### src/rtl/rr_arbiter.sv
// rtl/rr_arbiter.sv - registered N-way arbiter, fixed-priority or round-robin with optional hold limit
module rr_arbiter #(
    parameter int N        = 8,
    parameter int RR_MODE  = 1,
    parameter int MAX_HOLD = 0,
    parameter int IDX_W    = $clog2(N)
) (
    input  logic             clk,
    input  logic             rst_n,
    input  logic [N-1:0]     req,
    output logic [N-1:0]     grant,
    output logic             grant_valid,
    output logic [IDX_W-1:0] grant_idx,
    output logic             forced
);

    localparam int HOLD_W = (MAX_HOLD > 1) ? $clog2(MAX_HOLD) : 1;
    localparam logic [HOLD_W-1:0] HOLD_LAST = (MAX_HOLD > 0) ? HOLD_W'(MAX_HOLD - 1) : '0;

    typedef enum logic {IDLE, BUSY} state_t;

    state_t            state, state_d;
    logic [N-1:0]      grant_d;
    logic [IDX_W-1:0]  idx_d;
    logic [IDX_W-1:0]  ptr, ptr_d;
    logic [HOLD_W-1:0] cnt, cnt_d;
    logic              forced_d;
    logic [N-1:0]      others;
    logic [N-1:0]      cand;
    logic [IDX_W-1:0]  base;
    logic [IDX_W-1:0]  win;
    logic              take;

    // First set bit of v scanning upward from p, wrapping N-1 -> 0.
    function automatic logic [IDX_W-1:0] pick(input logic [N-1:0] v, input logic [IDX_W-1:0] p);
        logic [IDX_W-1:0] r;
        logic [IDX_W-1:0] jj;
        logic             found;
        r     = '0;
        found = 1'b0;
        for (int k = 0; k < N; k++) begin
            jj = IDX_W'((int'(p) + k) % N);
            if (!found && v[jj]) begin
                r     = jj;
                found = 1'b1;
            end
        end
        return r;
    endfunction

    function automatic logic [IDX_W-1:0] next_idx(input logic [IDX_W-1:0] i);
        return IDX_W'((int'(i) + 1) % N);
    endfunction

    always_comb begin
        state_d  = state;
        grant_d  = grant;
        idx_d    = grant_idx;
        ptr_d    = ptr;
        cnt_d    = cnt;
        forced_d = 1'b0;
        others   = req & ~grant;
        cand     = req;
        base     = (RR_MODE != 0) ? ptr : '0;
        take     = 1'b0;
        case (state)
            IDLE: take = |req;
            BUSY: begin
                if (req[grant_idx]) begin
                    if (MAX_HOLD != 0 && cnt == HOLD_LAST) begin
                        // Limit reached: hand over only if someone else is waiting.
                        if (|others) begin
                            take     = 1'b1;
                            cand     = others;
                            base     = (RR_MODE != 0) ? next_idx(grant_idx) : '0;
                            forced_d = 1'b1;
                        end else begin
                            cnt_d = '0;
                        end
                    end else if (cnt != '1) begin
                        cnt_d = cnt + HOLD_W'(1);
                    end
                end else if (|req) begin
                    take = 1'b1;
                end else begin
                    state_d = IDLE;
                    grant_d = '0;
                    idx_d   = '0;
                    cnt_d   = '0;
                end
            end
            default: state_d = IDLE;
        endcase
        win = pick(cand, base);
        if (take) begin
            state_d = BUSY;
            grant_d = N'(1) << win;
            idx_d   = win;
            cnt_d   = '0;
            if (RR_MODE != 0) ptr_d = next_idx(win);
        end
    end

    always_ff @(posedge clk or negedge rst_n) begin
        if (!rst_n) begin
            state     <= IDLE;
            grant     <= '0;
            grant_idx <= '0;
            forced    <= 1'b0;
            ptr       <= '0;
            cnt       <= '0;
        end else begin
            state     <= state_d;
            grant     <= grant_d;
            grant_idx <= idx_d;
            forced    <= forced_d;
            ptr       <= ptr_d;
            cnt       <= cnt_d;
        end
    end

    assign grant_valid = |grant;

endmodule

### config.mk
export PLATFORM = sky130hd
export DESIGN_NAME = rr_arbiter
export DESIGN_NICKNAME = d
export VERILOG_FILES = /design/src/rtl/rr_arbiter.sv
export SDC_FILE = /design/constraint.sdc
export NUM_CORES = 1
export LEC_CHECK = 0
export ABC_AREA = 1
export CORE_MARGIN = 4
export CORE_UTILIZATION = 50
export CTS_BUF_LIST = sky130_fd_sc_hd__clkbuf_16
export DETAILED_ROUTE_END_ITERATION = 10
export HOLD_SLACK_MARGIN = 0.06
export PLACE_DENSITY = 0.75
export SLEW_MARGIN = 20
export SYNTH_ARGS = -nofsm -noshare
export SYNTH_HDL_FRONTEND = slang
export SYNTH_SLANG_ARGS = --single-unit
### constraint.sdc
create_clock -name clk -period 3.9 [get_ports clk]
set_input_delay 1.17 -clock clk [delete_from_list [all_inputs] [get_ports clk]]
set_output_delay 1.17 -clock clk [all_outputs]
set_load 0.01 [all_outputs]
==> results.json, run 1 <==
{
  "arrival_ns": 3.69,
  "layout.nets": 268,
  "syn_area_um2": 1480,
  "tightest_slew_ns": 0.677,
  "crit_required_ns": 4.01,
  "synth_warnings": 0,
  "num_vias": 1532,
  "grt_pass1_wl_um": 6360,
  "die_h_um": 62.4,
  "worstSetupEndpointType": "flip-flop",
  "htreeDepth": 1,
  "multi_input_area_um2": 965,
  "cts-root-buf": "clkbuf_16",
  "yosysSeqAreaShare": 0.254,
  "hold_path_class": "reg2reg",
  "dr.pass1.iters": 4,
  "yosysUniqueCellTypes": 28,
  "die_w_um": 62.4,
  "outcome": "completed",
  "final_cell_mix": "nand2_1 (81), nand3_1 (28), inv_1 (24), clkdlybuf4s50_1 (21), dfrtp_1 (15)",
  "clk-insertion-delay-late_ns": 0.25,
  "grt_antenna_before_repair": 0,
  "drive_above_1_share": 0.100,
  "post-cts-setup-buffers": 0,
  "min_period_over_period": 0.917,
  "clock_path_buffers": 2,
  "cts.reportedPaths.clkPinSlew_ns": 0.05,
  "syn_nets": 244,
  "finalCriticalPeriod_ns": 3.58,
  "ant_nets": 0,
  "grt_max_degree": 17,
  "slew_headroom": 0.546,
  "critPathBufInv": 3,
  "first_global_vias": 1382,
  "drc": 0,
  "finClkSkew_ns": 0.00518,
  "crit_type": "in2reg",
  "hold_viol_final": 0,
  "post_cts_resized": 0,
  "port_buffers": 21,
  "coreArea_um2": 2780,
  "synth_seq_cells": 15,
  "place.gp.congestion": 0.867,
  "area_growth_pct": 21.0,
  "cap_violations": 0,
  "gr-total-overflow": 0,
  "postCtsHoldBufs": 0,
  "start_kind": "primary input",
  "setup_tns_ns": 0,
  "n_antenna_cell": 0,
  "drt-wirelength-per-cell_um": 13.3,
  "netlist.area_leader.share": 0.254,
  "yosys-top-cells-area": "dfrtp_1 (25%), nand2_1 (21%), nand3_1 (9.5%)",
  "path_cells": "clkdlybuf4s50_1 > nand2_1 > nand3_1 > nand3_1 > nand2_2 > nor2_8 > nand2_1 > nor2_1 > inv_1 > a21oi_1 > nand3_1 > nand2_1 > inv_1 > ha_1 > ha_1 > nand2_1 > o21ai_0",
  "rsz0062_at_grt": "no",
  "post_synth.cell_area_avg_um2": 6.52,
  "max_stage_delay_ns": 0.50,
  "slew_violations": 0,
  "critPathTopFamily": "simple AND/OR/NAND/NOR gates",
  "synth_top_cell_by_area": "dfrtp_1",
  "initialDrtViolationCount": 96,
  "seqCellArea_um2": 375,
  "initial_core_util": 0.532,
  "slowest_stage": "clkdlybuf4s50_1",
  "synth_cells": 227,
  "row_count": 19,
  "cts.sinks": 15,
  "clock.fmax_ghz": 0.280,
  "crit_fanout": 4,
  "ios": 23,
  "setup_viol": 0,
  "fillers": 269,
  "dieArea_um2": 3900,
  "route.final.wire_length_um": 3730,
  "via_per_inst": 5.45,
  "cts_buffers": 3,
  "layout_commonest_cell": "nand2_1",
  "dp_hpwl_um": 2880,
  "grt_usage": 0.198,
  "cts_tree": "done",
  "crit_top_cell": "nand2_1"
}
[worst register-to-register path, delay by kind of cell, from the launching register on]
family	cells	cell delay, ns
fa+ha+maj	3	0.88
buf+inv	4	0.54
simple gates	9	1.06
flops	1	0.38
compound gates	2	0.21
[cells in the mapped netlist]
cell       n
xor2_1     2
nand3_1   28
nand2_4    2
buf_6      2
conb_1     1
inv_1     24
nand4_1    3
nor4_1     4
a22o_1     1
a21oi_1    3
xnor2_1    2
nand3_2    7
o221ai_1   2
nand2_2    3
dfrtp_1   15
ha_1       7
nor2_2     1
nor3_1     1
buf_4      2
inv_2      2
o21ai_0   11
nor2_4     1
nand2_1   81
nor2_1    13
nor2_8     1
buf_2      1
o21ai_1    6
nand4_4    1
[sequential cells by signal, summed over array words and instances (netlist names)]
signal and cells:
grant_idx 3, base 3, grant 8, state 1
[final timing paths]
path,startpoint,to,slack [ns],cells after the start
worst max register to register,base[0],base[2],0.69,18
max in group asynchronous,rst_n,grant[6],2.14,1
worst min register to register,grant[4],grant[4],0.50,2
worst min-delay path,grant[4],grant[4],0.50,2
worst max-delay path,req[2],base[2],0.32,17
min in group asynchronous,rst_n,grant[1],1.33,1
[cell type report]
type                    instances  share of cell area
multi-input cells             181               0.538
flip-flops and latches         15               0.209
clock inverters                 1             0.00419
clock buffers                   3              0.0419
repair buffers                 24               0.130
well taps                      31              0.0216
inverters                      26              0.0545
[kinds of logic (layout without fill, tap and decap cells)]
| group | after synthesis | count (layout) | share of synthesized area |
|---|---|---|---|
| AO/OA/AOI/OAI | 23 | 23 | 0.0854 |
| other | 1 | 1 | 0.00253 |
| AND/OR/NAND/NOR | 146 | 146 | 0.481 |
| adder cells (fa/ha/maj) | 7 | 7 | 0.0592 |
| XOR/XNOR | 4 | 4 | 0.0237 |
| buffers and inverters | 31 | 54 | 0.0947 |
| flip-flops | 15 | 15 | 0.254 |
[stage by stage]
| step | setup slack, ns | area, um2 | hold WS (ns) | std cells | utilization |
|---|---|---|---|---|---|
| 6_report | 0.323 | 1790 | 0.504 | 281 | 0.644 |
| 5_1_grt | 0.0612 | 1790 | 0.537 | 281 | 0.644 |
| 4_1_cts | 0.333 | 1790 | 0.507 | 281 | 0.644 |
| 3_5_place_dp | 0.104 | 1710 | 0.497 | 277 | 0.614 |
| 3_3_place_gp | 0.179 | 1710 | 0.492 | 277 | 0.614 |
| 2_1_floorplan | 0.913 | 1480 | 0.534 | 227 | - |
[routing by layer]
metal / share of wire / routed length, um / global-route usage / vias to the layer above
met2: 0.46 / 1710 / 0.308 / 32
met4: 0.015 / 57 / 0.0584 / 0
met3: 0.040 / 151 / 0.0360 / 6
met5: 0 / 0 / 0 / -
met1: 0.48 / 1810 / 0.278 / 704
li1: - / - / - / 790
Power of run 1 is not shown: default switching activity piles up to over one toggle a cycle in this logic, so the estimate is an artifact.
==> run 2, diff against run 1 <==
PLACE_DENSITY = 0.79   (was 0.75)
==> run 2 against run 1 <==
Wire length is 4.6% lower. Sequential cell count stayed put. First-iteration DRC count is 4.2% lower. Core utilization stayed put. Critical path depth stayed put. Clock skew is 0.0042 ns lower. Count of clock-buffer cells in the layout stayed put. Via count is 1.4% lower. Die area stayed put. Setup slack better by 0.019 ns. Largest cell class unchanged. Highest routed layer unchanged.
==> results.json, run 2 (synthesized netlist as in run 1, its figures left out) <==
{
  "outcome": "completed",
  "area_growth_pct": 21.0,
  "gr-total-overflow": 0,
  "layout_commonest_cell": "nand2_1",
  "hold_viol_final": 0,
  "grt_max_degree": 17,
  "worstSetupEndpointType": "flip-flop",
  "fillers": 244,
  "max_stage_delay_ns": 0.47,
  "dr.pass1.iters": 4,
  "min_path_cells": 2,
  "initial_core_util": 0.532,
  "n_antenna_cell": 0,
  "crit_required_ns": 4.01,
  "cts_tree": "done",
  "path_cells": "clkdlybuf4s50_1 > nand2_1 > nand3_2 > nand3_2 > nand2_4 > nor2_8 > nand2_1 > nor2_1 > inv_1 > a21oi_1 > nand3_1 > nand2_1 > inv_1 > ha_1 > ha_1 > nand2_1 > o21ai_0",
  "clock.fmax_ghz": 0.281,
  "slowest_stage": "clkdlybuf4s50_1",
  "setup_tns_ns": 0,
  "ios": 23,
  "route.final.wire_length_um": 3560,
  "clock_path_buffers": 2,
  "post-cts-setup-buffers": 0,
  "reg2regPathDepth": 18,
  "num_vias": 1511,
  "start_kind": "primary input",
  "cp-endpoint": "base[2]",
  "grt_usage": 0.183,
  "via_per_inst": 5.38,
  "hold_path_class": "reg2reg",
  "arrival_ns": 3.67,
  "crit_top_cell": "nand2_1",
  "place.gp.congestion": 0.870,
  "clk-insertion-delay-late_ns": 0.24,
  "dp_hpwl_um": 2800,
  "ff2ff_setup_slack_ns": 0.59,
  "htreeDepth": 1,
  "cts.sinks": 15,
  "crit_type": "in2reg",
  "row_count": 19,
  "drc": 0,
  "drive_above_1_share": 0.100,
  "finalCriticalPeriod_ns": 3.56,
  "dieArea_um2": 3900,
  "first_global_vias": 1345,
  "drt-wirelength-per-cell_um": 12.7,
  "min_period_over_period": 0.912,
  "crit_fanout": 4,
  "worstHoldStart": "grant[4]",
  "cap_violations": 0,
  "slew_headroom": 0.568,
  "rsz0062_at_grt": "no",
  "regMostFlops": "grant",
  "setup_viol": 0,
  "final_cell_mix": "nand2_1 (81), nand3_1 (28), inv_1 (24), clkdlybuf4s50_1 (21), dfrtp_1 (15)",
  "cts-root-buf": "clkbuf_16",
  "layout.nets": 268,
  "post_cts_resized": 0,
  "finClkSkew_ns": 0.00102,
  "grt_antenna_before_repair": 0,
  "whs_ns": 0.508,
  "r2r_end": "base[2]",
  "coreArea_um2": 2780,
  "port_buffers": 21,
  "die_w_um": 62.4,
  "grt_pass1_wl_um": 6000,
  "initialDrtViolationCount": 92,
  "tightest_slew_ns": 0.646,
  "r2r_start": "base[1]",
  "crit_start": "req[7]",
  "ant_nets": 0,
  "die_h_um": 62.4,
  "postCtsHoldBufs": 0,
  "cts_buffers": 3,
  "largest_reg_flops": 8,
  "slew_violations": 0,
  "cts.reportedPaths.clkPinSlew_ns": 0.05
}
-- run 2: metrics by stage --
step | area (um2) | setup slack [ns] | std cells | util
3_5_place_dp | 1710 | 0.113 | 277 | 0.614
6_report | 1790 | 0.342 | 281 | 0.644
4_1_cts | 1790 | 0.355 | 281 | 0.644
5_1_grt | 1790 | 0.0400 | 281 | 0.644
2_1_floorplan | 1480 | 0.913 | 227 | -
3_3_place_gp | 1710 | 0.179 | 277 | 0.614
-- run 2: layout make-up --
class | instances | area (um2) | area share
multi-input combinational | 181 | 965 | 0.538
timing repair buffer | 24 | 233 | 0.130
clock inverter | 1 | 7.51 | 0.00419
inverter | 26 | 97.6 | 0.0545
sequential | 15 | 375 | 0.209
tap | 31 | 38.8 | 0.0216
clock buffer | 3 | 75.1 | 0.0419
-- run 2: layer usage --
metal	vias up	GRT usage	routed length, um	part of all wire
met3	2	0.0342	125	0.035
met1	699	0.267	1740	0.49
li1	785	-	-	-
met5	-	0	0	0
met2	25	0.288	1680	0.47
met4	0	0.0239	12	0.0034
-- run 2: critical path, delay by kind of cell --
family | cells | cell delay (ns)
AND/OR/NAND/NOR | 10 | 1.15
adder cells (fa/ha/maj) | 2 | 0.50
buffers and inverters | 3 | 0.61
AO/OA/AOI/OAI | 2 | 0.21
-- run 2: worst min path at each step --
stage / slack [ns] / to
2_1_floorplan: 0.53 / grant[5]
3_3_place_gp: 0.49 / grant[4]
3_5_place_dp: 0.49 / grant[6]
4_1_cts: 0.51 / grant[6]
5_1_grt: 0.53 / grant[6]
6_report: 0.51 / grant[4]
Power of run 2 is left out for the same reason.
==> run 3, diff against run 2 <==
CORE_MARGIN = default   (was 4)
REMOVE_ABC_BUFFERS = 1   (was default)
==> run 3 against run 2 <==
Worst hold slack gained 0.0025 ns. Die area is 18% lower. Sequential cell count did not move. Non-clock buffer count unchanged. Critical path depth did not move. Register-to-register slack improved by 0.12 ns. Critical path type unchanged.
==> results.json, run 3 (synthesized netlist as in run 1, its figures left out) <==
{
  "die_h_um": 56.4,
  "start_kind": "primary input",
  "coreArea_um2": 2780,
  "port_buffers": 21,
  "ios": 23,
  "clk-insertion-delay-late_ns": 0.24,
  "grt_antenna_before_repair": 0,
  "finClkSkew_ns": 0.00260,
  "cts_buffers": 3,
  "arrival_ns": 3.69,
  "path_depth": 17,
  "clock.fmax_ghz": 0.279,
  "hold_path_class": "reg2reg",
  "dpl.cell_count": 277,
  "route.final.wire_length_um": 3550,
  "cap_violations": 0,
  "slew_headroom": 0.564,
  "dr.pass1.iters": 4,
  "rsz0062_at_grt": "no",
  "setup_viol": 0,
  "grt_max_degree": 17,
  "crit_fanout": 4,
  "critPathTopFamily": "simple AND/OR/NAND/NOR gates",
  "critPathBufInv": 3,
  "cts.reportedPaths.clkPinSlew_ns": 0.05,
  "crit_top_cell": "nand2_1",
  "max_stage_delay_ns": 0.48,
  "num_vias": 1526,
  "drc": 0,
  "fin_cells": 281,
  "regMostFlops": "grant",
  "die_w_um": 56.4,
  "slowest_stage": "clkdlybuf4s50_1",
  "first_global_vias": 1383,
  "drt-wirelength-per-cell_um": 12.6,
  "grt_usage": 0.240,
  "path_cells": "clkdlybuf4s50_1 > nand2_1 > nand3_1 > nand3_1 > nand2_2 > nor2_8 > nand2_1 > nor2_1 > inv_1 > a21oi_1 > nand3_1 > nand2_1 > inv_1 > ha_1 > ha_1 > nand2_1 > o21ai_0",
  "cts-root-buf": "clkbuf_16",
  "finalCriticalPeriod_ns": 3.58,
  "setup_tns_ns": 0,
  "n_antenna_cell": 0,
  "dieArea_um2": 3180,
  "ant_nets": 0,
  "tightest_slew_ns": 0.650,
  "worstSetupEndpointType": "flip-flop",
  "layout.nets": 268,
  "hold_viol_final": 0,
  "post_cts_resized": 0,
  "post-cts-setup-buffers": 0,
  "initial_core_util": 0.532,
  "min_path_cells": 2,
  "row_count": 19,
  "min_period_over_period": 0.918,
  "area_growth_pct": 20.8,
  "via_per_inst": 5.43,
  "layout_commonest_cell": "nand2_1",
  "outcome": "completed",
  "drive_above_1_share": 0.0960,
  "cts_tree": "done",
  "initialDrtViolationCount": 69,
  "crit_type": "in2reg",
  "dp_hpwl_um": 2770,
  "slew_violations": 0,
  "grt_pass1_wl_um": 6110,
  "place.gp.congestion": 0.891,
  "htreeDepth": 1,
  "crit_required_ns": 4.01,
  "final_cell_mix": "nand2_1 (81), nand3_1 (28), inv_1 (25), clkdlybuf4s50_1 (21), dfrtp_1 (15)",
  "cts.sinks": 15,
  "largest_reg_flops": 8,
  "gr-total-overflow": 0,
  "clock_path_buffers": 2,
  "postCtsHoldBufs": 0,
  "reg2regPathDepth": 18
}
run 3: tightest hold or removal path, delay by kind of cell (launching register included):
kind	cells	cell delay (ns)
flip-flops	1	0.35
AND/OR/NAND/NOR	2	0.12
run 3: area by class of cell:
| type | count | area, um2 |
|---|---|---|
| fill | 244 | 993 |
| tap | 31 | 38.8 |
| clock inverter | 1 | 3.75 |
| inverter | 26 | 97.6 |
| sequential | 15 | 375 |
| clock buffer | 3 | 75.1 |
| timing repair buffer | 24 | 233 |
| multi-input combinational | 181 | 965 |
run 3: final timing paths:
check / from / end / slack (ns)
setup / recovery: req[4] / base[2] / 0.32
hold / removal: grant[6] / grant[6] / 0.51
max in group asynchronous: rst_n / base[0] / 2.16
setup reg to reg: base[0] / base[2] / 0.71
min in group asynchronous: rst_n / grant[7] / 1.33
hold reg to reg: grant[6] / grant[6] / 0.51
run 3: layer usage:
metal,GRT usage,up-vias,part of all wire
li1,-,786,-
met1,0.342,695,0.48
met2,0.391,39,0.47
met3,0.0300,6,0.039
met4,0.0557,0,0.014
met5,0,-,0
run 3: metrics by stage:
step            util  setup WS [ns]  area [um2]  hold WS, ns
5_1_grt        0.643         0.0517        1790        0.546
3_5_place_dp   0.614          0.119        1710        0.501
6_report       0.643          0.320        1790        0.510
4_1_cts        0.643          0.364        1790        0.513
2_1_floorplan      -          0.881        1440        0.534
3_3_place_gp   0.614          0.128        1710        0.494
Power of run 3 is left out for the same reason.
==> edit 1: new RTL, config.mk and constraints of run 2 <==
`RR_MODE`: 1 -> 0.
--- a/src/rtl/rr_arbiter.sv
+++ b/src/rtl/rr_arbiter.sv
@@ -1,7 +1,7 @@
 // rtl/rr_arbiter.sv - registered N-way arbiter, fixed-priority or round-robin with optional hold limit
 module rr_arbiter #(
     parameter int N        = 8,
-    parameter int RR_MODE  = 1,
+    parameter int RR_MODE  = 0,
     parameter int MAX_HOLD = 0,
     parameter int IDX_W    = $clog2(N)
 ) (
Behaviour: not the same (Yosys sat finds a counterexample within 4 cycles, from zero or initial values and one cycle with rst_n low).
==> edit 1 against run 2 <==
Clock skew about the same. Cell area down 42%. Area after synthesis down 48%. Setup slack better by 890 ps. Critical path type is now flip-flop to output port. Routed wire length down 50%. Sequential cell count down 3.
==> edit 1: results (changes against run 2) <==
Arrival @ worst endpoint = 1490 ps (-2180 ps)
M1 GR Usage = 22.2% (-4.5 points)
Mean Syn Cell Area = 7.77 µm² (+19%)
Global-route wire length before repair = 2930 µm (-51%)
Met3 usage = 1.50% (-1.9 points)
Hold Path End = grant[1]$_DFFE_PN0P_
Met2 usage in global routing = 32.9% (+4.1 points)
Fmax = 375 MHz (+34%)
Worst hold path depth = 2 (unchanged)
R2R setup slack = 2490 ps (+1900 ps)
Worst slack, placed = 1290 ps (+1180 ps)
Compound-cell area share of the yosys netlist = 13.0% (+4.5 points)
Max stage delay cell, worst path = clkdlybuf4s50_1
Minimum hold slack = 536 ps (+28.7 ps)
DR vias = 719 (-52%)
Fill cells = 116 (-52%)
Worst setup startpoint = grant[5]$_DFFE_PN0P_
Drt pass-1 iters = 4 (unchanged)
Share of cells above drive strength 1 = 19.2% (+9.2 points)
Final Skew = 0.778 ps (-0.246 ps)
Sequential share of the synthesized area = 38.6% (+13 points)
Synthesized Nets = 110 (-55%)
Worst r2r path cells = 7 (-11)
RePlAce Congestion = 0.803 (-7.7%)
Placed Instance Area = 965 µm² (-44%)
Largest net degree at the start of global routing = 13 (-4)
Synth cell types = 17 (-39%)
Post-synthesis xor/xnor area fraction = 0% (-2.4 points)
Vias in the first global route = 684 (-49%)
Clock buffer depth = 2 (unchanged)
Post-synth top cells = nand3_1 (22), nand2_1 (21), dfrtp_1 (12)
HPWL after DPL = 1400 µm (-50%)
WL per Instance = 13.3 µm (+4.8%)
Adder-cell area share of the yosys netlist = 0% (-5.9 points)
CP delay by family, top = buffers and inverters
HP Class = flip-flop to flip-flop
HP Start = grant[1]$_DFFE_PN0P_
Reg-to-reg endpoint = grant[0]$_DFFE_PN0P_
Syn. warnings = 0 (unchanged)
Root buf cell = clkbuf_16
Final Instance Count excl. Fillers = 135 (-52%)
Worst R2R Start = grant_idx[0]$_DFFE_PN0P_
Slew margin rel. = 64.9% (+8.1 points)
Status = finished, final reports clean
Setup crit end = grant_valid
Top cells by area, synth = dfrtp_1 (39%), nand3_1 (14%), o21ai_2 (12%)
Drt initial violations = 14 (-85%)
Post-CTS resize count = 0 (unchanged)
Overall routing resource usage = 18.9% (+0.58 points)
Nets@finish = 132 (-51%)
Crit-path max FO = 3 (-1)
==> edit 1: cell types whose count changed after synthesis, sizes merged, moves of 2 or more <==
cell    before  now
nand2       86   25
inv         26   13
nand3       35   22
nor2        16    6
ha           7    0
o21ai       17   12
a21oi        3    0
dfrtp       15   12
nand4        4    2
nor4         4    2
o221ai       2    0
xnor2        2    0
xor2         2    0
==> edit 1: per-layer routing <==
layer	part of all wire (%)	up-vias	wire [µm]
li1	-	367	-
met2	49	26	885
met4	2.5	0	44
met1	43	321	765
met3	5.4	5	96
met5	0	-	0
==> edit 1: layout make-up <==
cell class              count  area (µm²)  area share, %
clock buffers               3        75.1           7.22
inverters                  13        48.8           4.69
multi-input cells          71         387           37.2
flip-flops and latches     12         300           28.9
well taps                  15        18.8           1.81
repair buffers             21         210           20.2
==> edit 1: report_power, final <==
part,switching [µW],internal [µW]
Clock,47.8,133
Combinational,156,121
Sequential,30.9,153
==> edit 2: new RTL, config.mk and constraints of run 2 <==
Without the edit above. Make the reset (`rst_n`) synchronous in one clocked block.
--- a/src/rtl/rr_arbiter.sv
+++ b/src/rtl/rr_arbiter.sv
@@ -101,7 +101,7 @@
         end
     end
 
-    always_ff @(posedge clk or negedge rst_n) begin
+    always_ff @(posedge clk) begin
         if (!rst_n) begin
             state     <= IDLE;
             grant     <= '0;
Behaviour: differs if rst_n is asserted again (counterexample within 4 cycles, from zero or initial values and one cycle with rst_n low); with rst_n held inactive, the same outputs for 4 cycles.
==> edit 2 against run 2 <==
Cell area grew 0.98%. Utilization shrank 0.46 points. Hold slack lost 25 ps. Sequential cell count is the same. Area after synthesis grew 1.9%. Die area grew 1.7%. Synthesized cell count grew 3.5%. Setup slack lost 35 ps. Routed wire length grew 5.9%. Critical endpoint is now base[2]$_SDFFE_PN0P_. Highest routed layer unchanged.
==> edit 2: results (changes against run 2) <==
Status = finished, final reports clean
Vias in the first global route = 1512 (+12%)
Post-synth top cells = nand2_1 (69), nand3_1 (27), inv_1 (24)
RePlAce Congestion = 0.941 (+8.1%)
Drt pass-1 iters = 5 (+1)
Arrival @ worst endpoint = 3720 ps (+50 ps)
Top cells by area, synth = dfxtp_1 (20%), nand2_1 (17%), nand3_1 (9.0%)
Share of cells above drive strength 1 = 13.7% (+3.7 points)
P_leak = 0.000833 µW
Worst slack, placed = 80.8 ps (-32.4 ps)
CTS Buf Count = 3 (unchanged)
Largest net degree at the start of global routing = 14 (-3)
Nets@finish = 273 (+1.9%)
Synthesized Nets = 252 (+3.3%)
Crit-path max FO = 5 (+1)
Drt via density = 5.44 (+1.2%)
Syn. warnings = 0 (unchanged)
Worst-Skew Late Latency = 240 ps (about the same)
HPWL after DPL = 2900 µm (+3.8%)
Final Skew = 4.90 ps (+3.87 ps)
Met3 usage = 3.60% (+0.18 points)
Most frequently used flop master after synthesis = dfxtp_1
Sequential share of the synthesized area = 19.9% (-5.5 points)
Fill cells = 270 (+11%)
Synth cell types = 29 (+3.6%)
Clock buffer depth = 2 (unchanged)
Global-route wire length before repair = 6710 µm (+12%)
HP Class = flip-flop to flip-flop
Drt initial violations = 76 (-17%)
Post-synth ARST share = 0% (-100 points)
==> edit 2: cell count changes in the layout (fill, tap and decap cells not counted), moves of 2 or more <==
cell	run 2	this run
dfrtp_1	15	0
dfxtp_1	0	15
nand2_1	81	68
a21oi_1	3	11
o21ai_1	6	0
a21oi_2	0	4
nand3b_1	0	4
nand2_2	3	6
nand2_4	2	4
nand3_2	7	9
==> edit 2: logic make-up after synthesis <==
kind of cell | after synthesis | synth area share, %
buf+inv | 34 | 9.95
simple gates | 145 | 50.6
compound gates | 29 | 11.2
fa+ha+maj | 7 | 5.80
flops | 15 | 19.9
xor+xnor | 4 | 2.32
other cells | 1 | 0.249
==> edit 2: power groups by stage <==
stage	Sequential, µW	Clock (µW)	Combinational, µW
final	256	194	1460
after global routing	265	205	1650
after CTS	256	198	1450
after detailed placement	259	0	1420
after global placement	258	0	1410
after floorplan	260	0	1080
==> edit 2: through the flow <==
stage | hold WS [ps] | util (%) | cell area [µm²] | std cells
global route | 515 | 64.0 | 1810 | 286
CTS | 484 | 63.9 | 1810 | 286
floorplan | 502 | - | 1510 | 235
finish | 483 | 64.0 | 1810 | 286
global placement | 473 | 61.1 | 1730 | 282
detailed placement | 475 | 61.1 | 1730 | 282
==> edit 2: worst max-delay path, delay by kind of cell <==
family,cells,cell delay (ps)
compound gates,2,230
simple gates,11,1290
fa+ha+maj,2,480
buf+inv,2,550
==> edit 2: worst paths after layout <==
check                               end  slack [ps]  cells past startpoint                   from
setup / recovery   base[2]$_SDFFE_PN0P_         310                     17                 req[7]
hold / removal    grant[3]$_SDFFE_PN0P_         480                      2  grant[3]$_SDFFE_PN0P_
setup reg to reg   base[2]$_SDFFE_PN0P_         740                     18   base[0]$_SDFFE_PN0P_
hold reg to reg   grant[3]$_SDFFE_PN0P_         480                      2  grant[3]$_SDFFE_PN0P_
==> edit 2: area by class of cell <==
type | count | area, µm² | area share (%)
clock inverter | 1 | 3.75 | 0.207
multi-input combinational | 186 | 1060 | 58.6
inverter | 26 | 97.6 | 5.39
clock buffer | 3 | 75.1 | 4.15
tap | 31 | 38.8 | 2.14
sequential | 15 | 300 | 16.6
timing repair buffer | 24 | 233 | 12.9
==> edit 2: routing by layer <==
metal	share of wire, %	vias up	wire length (µm)
met5	0	-	0
met4	0.35	0	13
met3	4.7	2	177
met2	47	42	1770
met1	48	702	1810
li1	-	811	-
